## config.mk

```make
export PLATFORM = sky130hd
export DESIGN_NAME = seg7_scan_ctrl
export DESIGN_NICKNAME = d
export VERILOG_FILES = /design/src/rtl/seg7_scan_ctrl.sv
export SDC_FILE = /design/constraint.sdc
export NUM_CORES = 1
export LEC_CHECK = 0
export BUFFER_PORTS_ARGS = -buffer_cell sky130_fd_sc_hd__buf_4
export CAP_MARGIN = 40
export CORE_AREA = 2 2 125 127
export DETAILED_ROUTE_END_ITERATION = 6
export DIE_AREA = 0 0 127 129
export PLACE_DENSITY = 0.88
export SLEW_MARGIN = 20
export SYNTH_ARGS = -nofsm -noshare
export SYNTH_HDL_FRONTEND = slang
export SYNTH_SLANG_ARGS = --single-unit
export TNS_END_PERCENT = 1
```

## constraint.sdc

```tcl
create_clock -name clk -period 4.2 [get_ports clk]
set_input_delay 0.42 -clock clk [delete_from_list [all_inputs] [get_ports clk]]
set_output_delay 0.42 -clock clk [all_outputs]
set_load 0.01 [all_outputs]
```

## src/rtl/seg7_scan_ctrl.sv

```systemverilog
// Multi-channel seven-segment scan controller.
// Selects a hex source and snapshots it once per scan frame so a digit never
// mixes two values. Common-anode digits are time-multiplexed, with leading-zero
// suppression, per-digit decimal points and per-digit blink. Channel 0 is a
// CPU-written latch.
module seg7_scan_ctrl #(
  parameter int DIGITS       = 8,
  parameter int CHANNELS     = 8,
  parameter int SCAN_DIV     = 100000,
  parameter int BLINK_FRAMES = 64,
  localparam int W           = 4 * DIGITS,
  localparam int SW          = (CHANNELS > 2) ? $clog2(CHANNELS) : 1
) (
  input  logic                  clk,
  input  logic                  rstn,
  input  logic                  we,
  input  logic [W-1:0]          wdata,
  input  logic [SW-1:0]         ch_sel,
  input  logic [CHANNELS*W-1:0] ch_data,
  input  logic                  lz_en,
  input  logic [DIGITS-1:0]     dp_i,
  input  logic [DIGITS-1:0]     blink_i,
  output logic [7:0]            seg_o,
  output logic [DIGITS-1:0]     an_o
);

  localparam int PW = $clog2(SCAN_DIV);
  localparam int DW = (DIGITS > 1) ? $clog2(DIGITS) : 1;
  localparam int BW = (BLINK_FRAMES > 1) ? $clog2(BLINK_FRAMES) : 1;

  // Active-low segment pattern {g,f,e,d,c,b,a} for one hex nibble.
  function automatic logic [6:0] hex7(input logic [3:0] v);
    case (v)
      4'h0: hex7 = 7'h40;
      4'h1: hex7 = 7'h79;
      4'h2: hex7 = 7'h24;
      4'h3: hex7 = 7'h30;
      4'h4: hex7 = 7'h19;
      4'h5: hex7 = 7'h12;
      4'h6: hex7 = 7'h02;
      4'h7: hex7 = 7'h78;
      4'h8: hex7 = 7'h00;
      4'h9: hex7 = 7'h10;
      4'hA: hex7 = 7'h08;
      4'hB: hex7 = 7'h03;
      4'hC: hex7 = 7'h46;
      4'hD: hex7 = 7'h21;
      4'hE: hex7 = 7'h06;
      default: hex7 = 7'h0E;
    endcase
  endfunction

  logic [PW-1:0]     presc_q, presc_d;
  logic [DW-1:0]     digit_q, digit_d;
  logic [W-1:0]      ch0_q, ch0_d;
  logic [W-1:0]      snap_q, snap_d;
  logic [DIGITS-1:0] dp_f_q, dp_f_d;
  logic [DIGITS-1:0] blink_f_q, blink_f_d;
  logic              lz_f_q, lz_f_d;
  logic [BW-1:0]     bcnt_q, bcnt_d;
  logic              phase_q, phase_d;
  logic [7:0]        seg_q, seg_d;
  logic [DIGITS-1:0] an_q, an_d;

  logic [W-1:0]      src;
  logic              wrap;
  logic              frame_start;
  logic              blank;

  // Per-digit nibble view of the snapshot, and "this nibble and all above are zero".
  logic [3:0]        nib [DIGITS];
  logic [DIGITS-1:0] zero_from;

  genvar gi;
  generate
    for (gi = 0; gi < DIGITS; gi++) begin : g_nib
      assign nib[gi]       = snap_q[4*gi +: 4];
      assign zero_from[gi] = ~|snap_q[W-1:4*gi];
    end
  endgenerate

  // Source mux: channel 0 is the CPU latch, out-of-range selects read as zero.
  always_comb begin
    src = '0;
    for (int k = 1; k < CHANNELS; k++) begin
      if (ch_sel == SW'(k)) src = ch_data[k*W +: W];
    end
    if (ch_sel == '0) src = ch0_q;
  end

  // Scan timing, CPU latch and per-frame sampling of data and display controls.
  always_comb begin
    wrap        = (presc_q == PW'(SCAN_DIV - 1));
    frame_start = wrap && (digit_q == DW'(DIGITS - 1));
    presc_d     = wrap ? '0 : presc_q + PW'(1);
    digit_d     = digit_q;
    ch0_d       = ch0_q;
    snap_d      = snap_q;
    dp_f_d      = dp_f_q;
    blink_f_d   = blink_f_q;
    lz_f_d      = lz_f_q;
    bcnt_d      = bcnt_q;
    phase_d     = phase_q;
    if (we) ch0_d = wdata;
    if (wrap) digit_d = frame_start ? '0 : digit_q + DW'(1);
    if (frame_start) begin
      snap_d    = src;
      dp_f_d    = dp_i;
      blink_f_d = blink_i;
      lz_f_d    = lz_en;
      if (bcnt_q == BW'(BLINK_FRAMES - 1)) begin
        bcnt_d  = '0;
        phase_d = ~phase_q;
      end else begin
        bcnt_d  = bcnt_q + BW'(1);
      end
    end
  end

  // Segment/anode pattern for the digit currently selected; registered below.
  always_comb begin
    blank = lz_f_q && (digit_q != '0) && zero_from[digit_q];
    seg_d = {~dp_f_q[digit_q], blank ? 7'h7F : hex7(nib[digit_q])};
    an_d  = '1;
    if (!(blink_f_q[digit_q] && phase_q)) an_d[digit_q] = 1'b0;
  end

  // State and output registers; everything clears the instant rstn drops.
  always_ff @(posedge clk or negedge rstn) begin
    if (!rstn) begin
      presc_q   <= '0;
      digit_q   <= '0;
      ch0_q     <= '0;
      snap_q    <= '0;
      dp_f_q    <= '0;
      blink_f_q <= '0;
      lz_f_q    <= 1'b0;
      bcnt_q    <= '0;
      phase_q   <= 1'b0;
      seg_q     <= 8'hFF;
      an_q      <= '1;
    end else begin
      presc_q   <= presc_d;
      digit_q   <= digit_d;
      ch0_q     <= ch0_d;
      snap_q    <= snap_d;
      dp_f_q    <= dp_f_d;
      blink_f_q <= blink_f_d;
      lz_f_q    <= lz_f_d;
      bcnt_q    <= bcnt_d;
      phase_q   <= phase_d;
      seg_q     <= seg_d;
      an_q      <= an_d;
    end
  end

  assign seg_o = seg_q;
  assign an_o  = an_q;

endmodule

```

==> metrics.yaml <==
outcome:
  status: "finished, violations left"
  violations: "DRC"
clock_tree:
  postCtsSetupBuffers: 0
  cts_buffer_depth: 2
  cts_tree: "built"
  h-tree-depth: 4
  cts_sinks: 124
  clk_pin_slew_worst_paths_ps: 50
  cts_buffers: 17
  clkLatencyLatePin_ps: 420
  cts-root-buf: "clkbuf_16"
critical_path:
  crit_chain: "mux4_1 -> and2_1 -> a21oi_1 -> inv_1 -> ha_1 -> mux2_2 -> nand2_1 -> o211ai_1"
  worstSetupPathType: "reg2reg"
  critPathCaptureType: "flip-flop"
  crit_fanout: 14
  path_buf_inv: 1
  r2r_cells: 8
  start_kind: "flip-flop"
  worstReg2RegEnd: "seg_o[5]"
  r2r_setup_slack_ps: 1260
  crit_arrival_ps: 3240
  cp.required_ps: 4500
  cp_top_family: "multiplexers"
  crit_slowest_cell: "dfrtp_1"
  r2r_start: "digit_q[0]"
  cpPeakStageDelay_ps: 670
floorplan:
  core_sq_um: 14980
  initial_core_util_pct: 49.60
  die-area_sq_um: 16380
  die_w_microns: 127
  die_y_microns: 129
  num_rows: 45
  ios: 327
logic_synthesis:
  synth.top_cell.area_share_pct: 36.38
  ys_seq_elements: 124
  syn-cell-area_sq_um: 7428
  syn_nets: 1098
  avgSynthCellArea_sq_um: 9.573
  synth_area_leaders: "dfrtp_1 (36%), mux2_2 (5.8%), nand2_1 (5.7%)"
  ys.flop_type: "dfrtp_1"
  yosysWarningCount: 0
  synth-seq-area-share_pct: 42.04
  yosysTopAreaCell: "dfrtp_1"
  synth_edf_count: 0
  synthesis.instances: 776
  synthArstFlopShare_pct: 100.0
  synthDistinctLibCells: 46
final_layout:
  layout_common_cells: "buf_4 (308), nand2_1 (112), dfrtp_1 (108)"
  fill_cells: 1155
  seqCellArea_sq_um: 3123
  nNetsFinal: 1359
  drive_gt1_share_pct: 39.33
  postLayoutCellArea_sq_um: 10380
  final_common_cell: "buf_4"
  syn2layout_area_growth_pct: 39.68
  multiInputGateArea_sq_um: 3998
routing:
  via_per_inst: 6.068
  vias: 7524
  route.detailed.drc: 7
  drtPass1Iterations: 7
  wl_per_cell_microns: 20.45
  postRouteAntennaNets: 0
  drt-total-wl_microns: 25360
  drt_iter0_markers: 757
flow_run:
  cap_violations: 0
timing:
  fin_ws_ps: 1258
  timing.fmax_mhz: 339.9
  setup_tns_ps: 0
  slew_violations: 0
  hold_viol: 0
  period_minus_slack_ps: 2942
  worstMarginPinSlew_ps: 844.1
  slew-limit-headroom_pct: 43.73
  setup_violations: 0
  fin_crit_sh_pct: 70.06
  whs_ps: 202.8
  skew_ps: 9.493
  grt_setup_unrepaired: "false"
global_route:
  top_usage_layer: "met2"
  use_met3_pct: 8.773
  grt-ovfl-total: 0
  grt_max_degree: 64
  antenna_found_initial: 3
  gr-usage-met1_pct: 37.49
  grt_first_pass_wirelength_microns: 38830
  grt_pass1_vias: 7439
  met2_usage_pct: 51.11
  grt_usage_pct: 30.83
place:
  gp_congestion: 1.006
  place_area_sq_um: 9717
  hpwl_microns: 18940
  portBuffers: 294
  dp_slack_ps: 1267
power:
  finalPower_mw: 3.291
  leakage_nw: 4.605
  peakVddDrop_mv: 0.2938
  power_density_nw_per_um2: 317.2
worst_hold_path:
  holdPathEnd: "dp_f_q[7]"
  min_from: "dp_i[7]"
  hp-class: "in2reg"
  hold_path_depth: 3
sequential cells by signal, summed over array words and instances (netlist names), 6 cells and up:
signal	count
bcnt_q	6
seg_o	8
dp_f_q	8
ch0_q	32
snap_q	32
an_o	8
presc_q	17
blink_f_q	8
power by group:
part	switching, mW	leakage (nW)	internal (mW)
Sequential	0.0169	1.33	1.23
Combinational	0.217	2.96	0.285
Clock	0.529	0.312	1.02
Total	0.763	4.60	2.53
timing repair:
action / CTS / global route
hold buffers: 0 / 1
hold endpoints to repair: 0 / 12
gates resized for setup: 0 / 0
layer usage:
metal  wire [microns]  vias up  share of wire, %
met1             9540     3612                38
met5               10        -             0.039
met4              965        2               3.8
met2            12670      386                50
met3             2181       71               8.6
li1                 -     3453                 -
cells by family (layout without fill, tap and decap cells):
group                    count (synthesis)  in the layout  share of synthesized area (%)
XOR/XNOR                                19             19                          2.240
AO/OA/AOI/OAI                          238            238                          22.40
AND/OR/NAND/NOR                        240            240                          14.96
flip-flops                             124            124                          42.04
multiplexers                            65             65                          12.23
adder cells (fa/ha/maj)                 11             11                          1.853
buffers and inverters                   79            353                          4.278
other                                    0              2                              0
cells in the mapped netlist (4+ instances only):
cell	n
buf_1	12
dfstp_2	16
nand2_1	113
a211oi_1	36
ha_1	11
nand3_1	10
inv_1	8
and2_1	4
mux2_2	38
o211ai_1	5
a21oi_1	37
nand4_1	7
nor4_1	8
a221oi_1	32
o21ai_0	42
nor2b_1	31
dfrtp_1	108
nand3b_1	4
o21bai_1	26
a222oi_1	26
xor2_1	6
xnor2_1	13
nor2_1	46
o22ai_1	27
buf_2	5
clkbuf_1	50
and3_1	5
mux4_1	5
mux4_2	10
mux2i_1	11
area by class of cell:
cell class	instances	area share (%)
clock buffers	19	4.365
repair buffers	311	22.68
multi-input cells	573	38.53
clock inverters	13	1.652
diodes	2	0.04823
inverters	10	0.3618
flip-flops and latches	124	30.10
well taps	188	2.267
through the flow:
step / utilization (%) / cells
after CTS: 69.05 / 1236
after global placement: 64.80 / 1203
after global routing: 69.28 / 1240
after floorplan: - / 776
after detailed placement: 64.88 / 1204
final: 69.28 / 1240
worst max-delay path by stage:
stage | from | endpoint | cells past startpoint
floorplan | digit_q[0] | seg_o[5] | 9
global placement | digit_q[0] | seg_o[5] | 8
detailed placement | digit_q[0] | seg_o[5] | 8
CTS | digit_q[0] | seg_o[5] | 8
global route | digit_q[0] | seg_o[5] | 8
finish | digit_q[0] | seg_o[5] | 8
worst min-delay path: stages:
cell and delay, ps:
buf_4 70, nand2_1 40, nand2_1 50
Note: power is estimated with default switching activity, not from simulation.
